[src/rtl/sram_pkg.sv]
`default_nettype none
// ============================================================================
// sram_pkg : shared types for the SRAM tile reader slice
// Rev 1.0
// ============================================================================
package sram_pkg;

    typedef enum logic [1:0] {
        IDLE  = 2'd0,
        RUN   = 2'd1,
        DRAIN = 2'd2,
        DONE  = 2'd3
    } rd_state_t;

    localparam int RD_FIFO_DEPTH = 2;

endpackage
`default_nettype wire

[src/rtl/sram_tile_reader_if.sv]
`default_nettype none
// ============================================================================
// sram_tile_reader_if : control, SRAM read port and output stream of the reader
// Rev 1.0
// ============================================================================
interface sram_tile_reader_if #(
    parameter int DATA_WIDTH = 8,
    parameter int ADDR_WIDTH = 4
);
    logic                  start;
    logic [ADDR_WIDTH-1:0] base_addr;
    logic [ADDR_WIDTH-1:0] stride;
    logic [ADDR_WIDTH:0]   len;
    logic                  busy;
    logic                  done;
    logic                  mem_cs;
    logic                  mem_we;
    logic [ADDR_WIDTH-1:0] mem_addr;
    logic [DATA_WIDTH-1:0] mem_dout;
    logic                  out_valid;
    logic                  out_ready;
    logic [DATA_WIDTH-1:0] out_data;
    logic                  out_last;

    modport master (
        input  start, base_addr, stride, len, mem_dout, out_ready,
        output busy, done, mem_cs, mem_we, mem_addr, out_valid, out_data, out_last
    );

    modport slave (
        output start, base_addr, stride, len, mem_dout, out_ready,
        input  busy, done, mem_cs, mem_we, mem_addr, out_valid, out_data, out_last
    );
endinterface
`default_nettype wire

[src/rtl/sram_rd_fifo.sv]
`default_nettype none
// ============================================================================
// sram_rd_fifo : 2-entry return-data FIFO (data plus last flag) with count
// Rev 1.0
// ============================================================================
module sram_rd_fifo
    import sram_pkg::*;
#(
    parameter int WIDTH = 9
) (
    input  wire logic             clk,
    input  wire logic             rst,
    input  wire logic             push_i,
    input  wire logic [WIDTH-1:0] push_data_i,
    input  wire logic             pop_i,
    output logic      [1:0]       count_o,
    output logic      [WIDTH-1:0] head_o
);
    localparam int PTR_W = $clog2(RD_FIFO_DEPTH);

    logic [WIDTH-1:0] mem_q [RD_FIFO_DEPTH];
    logic [PTR_W-1:0] rd_ptr_q;
    logic [PTR_W-1:0] wr_ptr_q;
    logic [1:0]       count_q;

    // Storage is cleared on reset so the stream data output reads zero.
    always_ff @(posedge clk or posedge rst) begin
        if (rst) begin
            for (int i = 0; i < RD_FIFO_DEPTH; i++) begin
                mem_q[i] <= '0;
            end
            rd_ptr_q <= '0;
            wr_ptr_q <= '0;
            count_q  <= '0;
        end else begin
            if (push_i) begin
                mem_q[wr_ptr_q] <= push_data_i;
                wr_ptr_q        <= wr_ptr_q + PTR_W'(1);
            end
            if (pop_i) begin
                rd_ptr_q <= rd_ptr_q + PTR_W'(1);
            end
            count_q <= count_q + {1'b0, push_i} - {1'b0, pop_i};
        end
    end

    assign count_o = count_q;
    assign head_o  = mem_q[rd_ptr_q];
endmodule
`default_nettype wire

[src/rtl/sram_tile_reader.sv]
`default_nettype none
// ============================================================================
// sram_tile_reader : strided SRAM fetch engine feeding a valid/ready stream
// Rev 1.0
// ============================================================================
module sram_tile_reader
    import sram_pkg::*;
#(
    parameter int DATA_WIDTH = 8,
    parameter int ADDR_WIDTH = 4
) (
    input  wire logic           clk,
    input  wire logic           rst,
    sram_tile_reader_if.master  rd_if
);
    localparam int CW = ADDR_WIDTH + 1;

    rd_state_t             state_q;
    logic [ADDR_WIDTH-1:0] addr_q;
    logic [ADDR_WIDTH-1:0] stride_q;
    logic [CW-1:0]         len_q;
    logic [CW-1:0]         issue_q;
    logic                  rd_pending_q;
    logic                  last_pending_q;
    logic                  busy_q;
    logic                  done_q;

    logic [1:0]            w_count;
    logic [DATA_WIDTH:0]   w_head;
    logic                  w_valid;
    logic                  w_pop;
    logic [2:0]            w_occ;
    logic                  w_cs;
    logic                  w_issue_last;

    assign w_valid      = (w_count != 2'd0);
    assign w_pop        = w_valid & rd_if.out_ready;
    // Occupancy after this cycle's pop; a slot freed by the pop may be reused at once.
    assign w_occ        = {1'b0, w_count} + {2'b0, rd_pending_q} - {2'b0, w_pop};
    assign w_cs         = (state_q == RUN) && (w_occ < 3'd2);
    assign w_issue_last = (issue_q == len_q - CW'(1));

    always_ff @(posedge clk or posedge rst) begin
        if (rst) begin
            state_q        <= IDLE;
            addr_q         <= '0;
            stride_q       <= '0;
            len_q          <= '0;
            issue_q        <= '0;
            rd_pending_q   <= 1'b0;
            last_pending_q <= 1'b0;
            busy_q         <= 1'b0;
            done_q         <= 1'b0;
        end else begin
            rd_pending_q <= w_cs;
            done_q       <= 1'b0;
            if (w_cs) begin
                last_pending_q <= w_issue_last;
            end
            case (state_q)
                IDLE: begin
                    if (rd_if.start) begin
                        addr_q   <= rd_if.base_addr;
                        stride_q <= rd_if.stride;
                        len_q    <= rd_if.len;
                        issue_q  <= '0;
                        if (rd_if.len != '0) begin
                            state_q <= RUN;
                            busy_q  <= 1'b1;
                        end else begin
                            state_q <= DONE;
                            done_q  <= 1'b1;
                        end
                    end
                end
                RUN: begin
                    if (w_cs) begin
                        addr_q  <= addr_q + stride_q;
                        issue_q <= issue_q + CW'(1);
                        if (w_issue_last) begin
                            state_q <= DRAIN;
                        end
                    end
                end
                DRAIN: begin
                    // Leave as the final word is handed over so done follows the last handshake.
                    if (!rd_pending_q && (w_count == 2'd0 || (w_count == 2'd1 && w_pop))) begin
                        state_q <= DONE;
                        busy_q  <= 1'b0;
                        done_q  <= 1'b1;
                    end
                end
                DONE: begin
                    state_q <= IDLE;
                end
                default: begin
                    state_q <= IDLE;
                end
            endcase
        end
    end

    sram_rd_fifo #(
        .WIDTH (DATA_WIDTH + 1)
    ) u_fifo (
        .clk         (clk),
        .rst         (rst),
        .push_i      (rd_pending_q),
        .push_data_i ({last_pending_q, rd_if.mem_dout}),
        .pop_i       (w_pop),
        .count_o     (w_count),
        .head_o      (w_head)
    );

    assign rd_if.busy      = busy_q;
    assign rd_if.done      = done_q;
    assign rd_if.mem_cs    = w_cs;
    assign rd_if.mem_we    = 1'b0;
    assign rd_if.mem_addr  = addr_q;
    assign rd_if.out_valid = w_valid;
    assign rd_if.out_data  = w_head[DATA_WIDTH-1:0];
    assign rd_if.out_last  = w_head[DATA_WIDTH];
endmodule
`default_nettype wire

[src/flat_wrapper.sv]
// flat-port wrapper written by rule: the top's interface ports become plain ports
module sram_tile_reader_flat import sram_pkg::*;
#(
    parameter int DATA_WIDTH = 8,
    parameter int ADDR_WIDTH = 4
)
  (clk, rst, rd_if_start, rd_if_base_addr, rd_if_stride, rd_if_len, rd_if_mem_dout, rd_if_out_ready, rd_if_busy, rd_if_done, rd_if_mem_cs, rd_if_mem_we, rd_if_mem_addr, rd_if_out_valid, rd_if_out_data, rd_if_out_last);
  sram_tile_reader_if #(.DATA_WIDTH(DATA_WIDTH), .ADDR_WIDTH(ADDR_WIDTH)) rd_if_i ();
  input  wire logic clk;
  input  wire logic rst;
  input wire logic [$bits(rd_if_i.start)-1:0] rd_if_start;
  input wire logic [$bits(rd_if_i.base_addr)-1:0] rd_if_base_addr;
  input wire logic [$bits(rd_if_i.stride)-1:0] rd_if_stride;
  input wire logic [$bits(rd_if_i.len)-1:0] rd_if_len;
  input wire logic [$bits(rd_if_i.mem_dout)-1:0] rd_if_mem_dout;
  input wire logic [$bits(rd_if_i.out_ready)-1:0] rd_if_out_ready;
  output wire logic [$bits(rd_if_i.busy)-1:0] rd_if_busy;
  output wire logic [$bits(rd_if_i.done)-1:0] rd_if_done;
  output wire logic [$bits(rd_if_i.mem_cs)-1:0] rd_if_mem_cs;
  output wire logic [$bits(rd_if_i.mem_we)-1:0] rd_if_mem_we;
  output wire logic [$bits(rd_if_i.mem_addr)-1:0] rd_if_mem_addr;
  output wire logic [$bits(rd_if_i.out_valid)-1:0] rd_if_out_valid;
  output wire logic [$bits(rd_if_i.out_data)-1:0] rd_if_out_data;
  output wire logic [$bits(rd_if_i.out_last)-1:0] rd_if_out_last;
  assign rd_if_i.start = rd_if_start;
  assign rd_if_i.base_addr = rd_if_base_addr;
  assign rd_if_i.stride = rd_if_stride;
  assign rd_if_i.len = rd_if_len;
  assign rd_if_i.mem_dout = rd_if_mem_dout;
  assign rd_if_i.out_ready = rd_if_out_ready;
  assign rd_if_busy = rd_if_i.busy;
  assign rd_if_done = rd_if_i.done;
  assign rd_if_mem_cs = rd_if_i.mem_cs;
  assign rd_if_mem_we = rd_if_i.mem_we;
  assign rd_if_mem_addr = rd_if_i.mem_addr;
  assign rd_if_out_valid = rd_if_i.out_valid;
  assign rd_if_out_data = rd_if_i.out_data;
  assign rd_if_out_last = rd_if_i.out_last;
  sram_tile_reader #(.DATA_WIDTH(DATA_WIDTH), .ADDR_WIDTH(ADDR_WIDTH)) u_core (.clk(clk), .rst(rst), .rd_if(rd_if_i));
endmodule
[config.mk]
export PLATFORM = sky130hd
export DESIGN_NAME = sram_tile_reader_flat
export DESIGN_NICKNAME = d
export VERILOG_FILES = /design/src/rtl/sram_pkg.sv /design/src/rtl/sram_tile_reader_if.sv /design/src/rtl/sram_rd_fifo.sv /design/src/rtl/sram_tile_reader.sv /design/src/flat_wrapper.sv
export SDC_FILE = /design/constraint.sdc
export NUM_CORES = 1
export LEC_CHECK = 0
export CORE_AREA = 2 2 75 55
export DETAILED_ROUTE_END_ITERATION = 6
export DIE_AREA = 0 0 77 57
export DONT_BUFFER_PORTS = 1
export PLACE_DENSITY = 0.82
export SYNTH_ARGS = -nofsm -noshare
export SYNTH_HDL_FRONTEND = slang
export SYNTH_SLANG_ARGS = --single-unit
[constraint.sdc]
create_clock -name clk -period 4.71 [get_ports clk]
set_input_delay 0.942 -clock clk [delete_from_list [all_inputs] [get_ports clk]]
set_output_delay 0.942 -clock clk [all_outputs]
set_load 0.03 [all_outputs]
==> impl_metrics.ini, run 1 <==
[placement]
post-place-ws_ns = 0.923
portBuffers = 0
globalplace.congestion = 0.875
placed_area_um2 = 2430
post-dp-hpwl_mm = 3.40
dp.cells = 256

[routing]
drc_errors = 0
drt-vias-per-instance = 5.90
postRouteAntennaNets = 0
dr_total_vias = 1558
wirelength_mm = 4.48
post_drt_wl_per_cell_um = 17.0
first_pass_iters = 4
drt-initial-drc-count = 136

[global_route]
grt.total_usage_pct = 22.3
grt_pass1_wl_mm = 7.54
grt_max_degree = 47
gr-total-overflow = 0
grt_pass1_vias = 1592
antenna_found_initial = 0

[min_path]
hp-class = flip-flop to flip-flop
whs_path_depth = 1

[worst_setup_path]
critPathArrivalTime_ns = 3.12
worstPathCellList = or2_2 > and2_1 > ha_1 > inv_1 > ha_1 > fa_1 > xnor2_1 > nor2_1 > nand2_1 > inv_1
cp-end-kind = primary output
cp.required_ns = 3.77
cp-start-kind = flip-flop
r2r_cells = 11
crit_type = flip-flop to primary output
cpPeakStageDelay_ns = 0.43
path_max_fanout = 5
slowest_stage = dfrtp_1

[sta]
fin_crit_ns = 4.06
fin_skew_ns = 0.00823
slew_headroom_pct = 47.3
maxSlewViolCount = 0
post-route-period-util_pct = 86.2
grt_setup_unrepaired = no
tightest_slew_ns = 0.788
tns_ns = 0
setup_viol = 0
finalHoldViolations = 0
clock.fmax_mhz = 246
worst_slack_ns = 0.652

[die]
ios = 43
die_area_um2 = 4390
die_h_um = 57
initial_utilization_pct = 63.6
core_area_um2 = 3760
die_w_um = 77
row_count = 19

[clock_tree]
cts_tree = yes
root_buffer = clkbuf_8
ctsHtreeMaxLevel = 2
cts_buffers = 5
clock_path_buffers = 2
clk_latency_ns = 0.30
clkTransAtPathRegs_ns = 0.08
post_cts_buffers = 0
ctsResizeCount = 0
ctsHoldBuffers = 0
cts_sinks = 46

[power]
power_density_nw_per_um2 = 803
switching_share_pct = 43.2
p_leak_uw = 0.00116
irDropWorstVdd_mv = 0.573
internal_power_uw = 1160
p_seq_share_pct = 38.1
p_switching_uw = 884
clkPwrFrac_pct = 14.3
power_frac_comb_pct = 47.5

[final_layout]
synthToLayoutAreaGrowth_pct = 6.70
fin_nets = 248
final_cells = 264
utilization_pct = 67.9
layout-drive-gt1-share_pct = 25.0
antenna_cells = 0
stdcell_area_um2 = 2550

[synthesis]
synthArstFlopShare_pct = 100
postSynthAreaPerCell_um2 = 11.4
synthCells = 209
ys_seq_area_share_pct = 48.2
synth_area_leaders = dfrtp_1 48%, mux2_2 18%, ha_1 5.2%
ys_types = 38
synth_nets = 246
yosysTopAreaCellShare_pct = 48.2
synth_ff_type = dfrtp_1
synth_common_cells = 46 x dfrtp_1, 38 x mux2_2, 16 x inv_1, 16 x nand2_1, 10 x ha_1
synth.most_common_cell = dfrtp_1
ys_ff_latch = 46
yosys.area.top_type = dfrtp_1
ys_warn_count = 0
synth_enable_flop_cells = 0
syn_area_um2 = 2390

[run_status]
outcome = complete, no violations

[run]
maxCapViolCount = 0
==> placed cells by master, fill, tap and decap left out, types with 5 or more instances in the layout <==
| cell type | n |
|---|---|
| ha_1 | 10 |
| xor2_1 | 7 |
| mux2_2 | 38 |
| o21ai_0 | 9 |
| dfrtp_1 | 46 |
| nor2_1 | 7 |
| nand2_1 | 16 |
| clkbuf_8 | 5 |
| a21oi_1 | 5 |
| inv_1 | 15 |
| nand3_1 | 7 |
==> path summary, 6_finish.rpt <==
path                            slack (ns)                          startpoint                                   end
worst max-delay path                  0.65  u_core.u_fifo.count_o[1]$_DFF_PP0_                          rd_if_mem_cs
worst min-delay path                  0.51  u_core.u_fifo.mem_q[7]$_DFFE_PP0P_    u_core.u_fifo.mem_q[7]$_DFFE_PP0P_
worst max register to register        1.22  u_core.u_fifo.count_o[1]$_DFF_PP0_  u_core.rd_if.mem_addr[3]$_DFFE_PP0P_
worst min register to register        0.51  u_core.u_fifo.mem_q[7]$_DFFE_PP0P_    u_core.u_fifo.mem_q[7]$_DFFE_PP0P_
max in group asynchronous             3.66                                 rst    u_core.u_fifo.mem_q[2]$_DFFE_PP0P_
min in group asynchronous             0.66                                 rst           u_core.len_q[0]$_DFFE_PP0P_
==> sequential cells by signal, summed over array words and instances (netlist names), 2 cells and up <==
signal / count
u_core.len_q: 5
u_core.u_fifo.mem_q: 18
u_core.stride_q: 4
u_core.rd_if.mem_addr: 4
u_core.u_fifo.count_o: 2
u_core.state_q: 2
u_core.issue_q: 5
==> layer usage <==
layer / vias to the layer above / global-route usage (%) / part of all wire [%]
li1: 726 / - / -
met1: 785 / 29.1 / 43
met2: 42 / 37.5 / 50
met3: 5 / 6.01 / 5.6
met4: 0 / 6.38 / 0.78
met5: - / 0 / 0
==> final cells by class <==
class | count | area, um^2
fillers | 285 | 1210
clock inverters | 3 | 45.0
flip-flops and latches | 46 | 1150
inverters | 16 | 60.1
repair buffers | 1 | 7.51
well taps | 52 | 65.1
clock buffers | 5 | 68.8
multi-input cells | 141 | 1150
==> through the flow <==
step / power, uW / hold slack (ns)
2_1_floorplan: 1570 / 0.461
3_3_place_gp: 1680 / 0.478
3_5_place_dp: 1760 / 0.488
4_1_cts: 2060 / 0.506
5_1_grt: 2190 / 0.514
6_report: 2050 / 0.505
==> power groups by stage <==
stage	logic (uW)	clock network, uW	registers, uW
2_1_floorplan	843	0	727
3_3_place_gp	911	0	769
3_5_place_dp	969	0	788
4_1_cts	977	299	780
5_1_grt	1070	319	803
6_report	973	293	781
==> worst max-delay path, delay by kind of cell, from the launching register on <==
kind                       cells  cell delay (ns)
DFF                            1             0.43
adders and majority gates      3             0.87
and+or+nand+nor                4             1.04
buffers and inverters          2             0.33
xor gates and xnor gates       1             0.16
==> logic make-up after synthesis <==
group | Yosys count | share of synthesized area (%)
flip-flops | 46 | 48.2
multiplexers | 40 | 18.8
other | 1 | 0.157
buffers and inverters | 22 | 3.61
XOR/XNOR | 11 | 4.03
AO/OA/AOI/OAI | 27 | 7.65
adder cells (fa/ha/maj) | 12 | 6.91
AND/OR/NAND/NOR | 50 | 10.7
Note: power is estimated with default switching activity, not from simulation.
==> run 2: changes to the inputs <==
--- a/config.mk
+++ b/config.mk
@@ -5,6 +5,7 @@
 export SDC_FILE = /design/constraint.sdc
 export NUM_CORES = 1
 export LEC_CHECK = 0
+export CAP_MARGIN = 20
 export CORE_AREA = 2 2 75 55
 export DETAILED_ROUTE_END_ITERATION = 6
 export DIE_AREA = 0 0 77 57
==> results of run 2 <==
The final DEF is identical to that of run 1; final timing and power are the same.
==> run 3: changes to the inputs <==
--- a/config.mk
+++ b/config.mk
@@ -10,6 +10,7 @@
 export DETAILED_ROUTE_END_ITERATION = 6
 export DIE_AREA = 0 0 77 57
 export DONT_BUFFER_PORTS = 1
+export GPL_TIMING_DRIVEN = 0
 export PLACE_DENSITY = 0.82
 export SYNTH_ARGS = -nofsm -noshare
 export SYNTH_HDL_FRONTEND = slang
==> run 3 against run 2 <==
Net effect:
- worst hold slack better by 0.0035 ns
- via count is 3.1% higher
- clock power is 14% lower
- utilization is 0.10 points lower
- sequential power is 2% lower
- power is 0.43% lower
- critical endpoint unchanged
- highest routed layer unchanged
==> impl_metrics.ini, run 3 (synthesis gave the netlist of run 1 again) <==
[global_route]
grt_pass1_vias = 1645
antenna_found_initial = 0
gr-total-overflow = 0
grt_max_degree = 47
grt.total_usage_pct = 24.1
grt_pass1_wl_mm = 8.02

[clock_tree]
cts_sinks = 46
ctsHtreeMaxLevel = 2
clock_path_buffers = 2
cts_buffers = 5
clk_latency_ns = 0.30
post_cts_buffers = 0
clkTransAtPathRegs_ns = 0.09
cts_tree = yes
ctsHoldBuffers = 0
ctsResizeCount = 0
root_buffer = clkbuf_8

[die]
die_w_um = 77
core_area_um2 = 3760
row_count = 19
initial_utilization_pct = 63.6
die_h_um = 57
die_area_um2 = 4390
ios = 43

[run_status]
outcome = complete, no violations

[routing]
drt-vias-per-instance = 5.97
wirelength_mm = 4.86
first_pass_iters = 4
dr_total_vias = 1606
post_drt_wl_per_cell_um = 18.0
postRouteAntennaNets = 0
drt-initial-drc-count = 139
drc_errors = 0

[worst_setup_path]
path_buf_inv = 2
critPathArrivalTime_ns = 3.13
rrSetupSlack_ns = 1.30
cpPeakStageDelay_ns = 0.44
r2r_cells = 12
crit_type = flip-flop to primary output
cp-start-kind = flip-flop
worstPathCellList = or2_2 > and2_1 > ha_1 > inv_1 > ha_1 > fa_1 > xnor2_1 > nor2_1 > nand2_1 > inv_1
path_max_fanout = 5
cp_top_family = simple AND/OR/NAND/NOR gates
cp-end-kind = primary output
cp.required_ns = 3.77
slowest_stage = dfrtp_1
crit_cells = 10

[sta]
tightest_slew_ns = 0.928
fin_crit_ns = 4.07
clock.fmax_mhz = 246
post-route-period-util_pct = 86.4
setup_viol = 0
grt_setup_unrepaired = no
finalHoldViolations = 0
worst_slack_ns = 0.641
maxSlewViolCount = 0
slew_headroom_pct = 38.0
tns_ns = 0
fin_skew_ns = 0.00532

[placement]
post-dp-hpwl_mm = 3.62
portBuffers = 0
globalplace.congestion = 0.859
post-place-ws_ns = 0.943
placed_area_um2 = 2450

[final_layout]
mostFrequentLayoutCells = 46 x dfrtp_1, 38 x mux2_2, 16 x nand2_1
antenna_cells = 0
fin_nets = 253
layout-drive-gt1-share_pct = 24.4
reg_top3 = u_core.u_fifo.mem_q x18, u_core.issue_q x5, u_core.len_q x5
synthToLayoutAreaGrowth_pct = 6.55
layout_commonest_cell = dfrtp_1
regMostFlops = u_core.u_fifo.mem_q
largest_register_ffs = 18
stdcell_area_um2 = 2540

[min_path]
whs_path_depth = 1
hp-class = flip-flop to flip-flop

[power]
power.total_uw = 2040
irDropWorstVdd_mv = 0.437
power_density_nw_per_um2 = 801
p_leak_uw = 0.00117

[run]
maxCapViolCount = 0
run 3: routing by layer:
metal | track usage (%) | vias up | part of all wire (%)
li1 | - | 736 | -
met1 | 30.5 | 814 | 42
met2 | 39.8 | 46 | 50
met3 | 5.85 | 10 | 6.1
met4 | 11.5 | 0 | 1.4
met5 | 0 | - | 0
run 3: layout make-up:
cell class / instances / area (um^2)
Buffer: 6 / 26.3
Clock buffer: 7 / 86.3
Clock inverter: 1 / 5.00
Fill cell: 295 / 1210
Inverter: 16 / 60.1
Multi-Input combinational cell: 141 / 1150
Sequential cell: 46 / 1150
Tap cell: 52 / 65.1
run 3: per-stage QoR:
step	hold slack (ns)	std cells	util, %
finish	0.508	269	67.8
global route	0.516	269	67.8
global placement	0.476	261	65.3
CTS	0.510	269	67.8
floorplan	0.461	209	-
detailed placement	0.491	261	65.3
run 3: final timing paths:
kind,end,startpoint
worst max-delay path,rd_if_mem_cs,u_core.u_fifo.count_o[1]$_DFF_PP0_
worst min register to register,u_core.u_fifo.mem_q[4]$_DFFE_PP0P_,u_core.u_fifo.mem_q[4]$_DFFE_PP0P_
max in group asynchronous,u_core.issue_q[4]$_DFFE_PP0P_,rst
worst max register to register,u_core.issue_q[4]$_DFFE_PP0P_,u_core.u_fifo.count_o[1]$_DFF_PP0_
min in group asynchronous,u_core.len_q[0]$_DFFE_PP0P_,rst
worst min-delay path,u_core.u_fifo.mem_q[4]$_DFFE_PP0P_,u_core.u_fifo.mem_q[4]$_DFFE_PP0P_
run 3: power breakdown:
part | internal, uW | switching (uW) | total, uW | leakage (uW)
clock | 119 | 133 | 251 | 0.0000482
sequential | 581 | 183 | 764 | 0.000565
combinational | 433 | 590 | 1020 | 0.000553
total | 1130 | 906 | 2040 | 0.00117
run 3: worst register-to-register path, delay by kind of cell (launching register included):
family | cells | cell delay, ns
adders and majority gates | 3 | 0.87
and+or+nand+nor | 3 | 0.88
AOI/OAI and AO/OA | 3 | 0.64
xor gates and xnor gates | 1 | 0.16
DFF | 1 | 0.44
buffers and inverters | 2 | 0.30
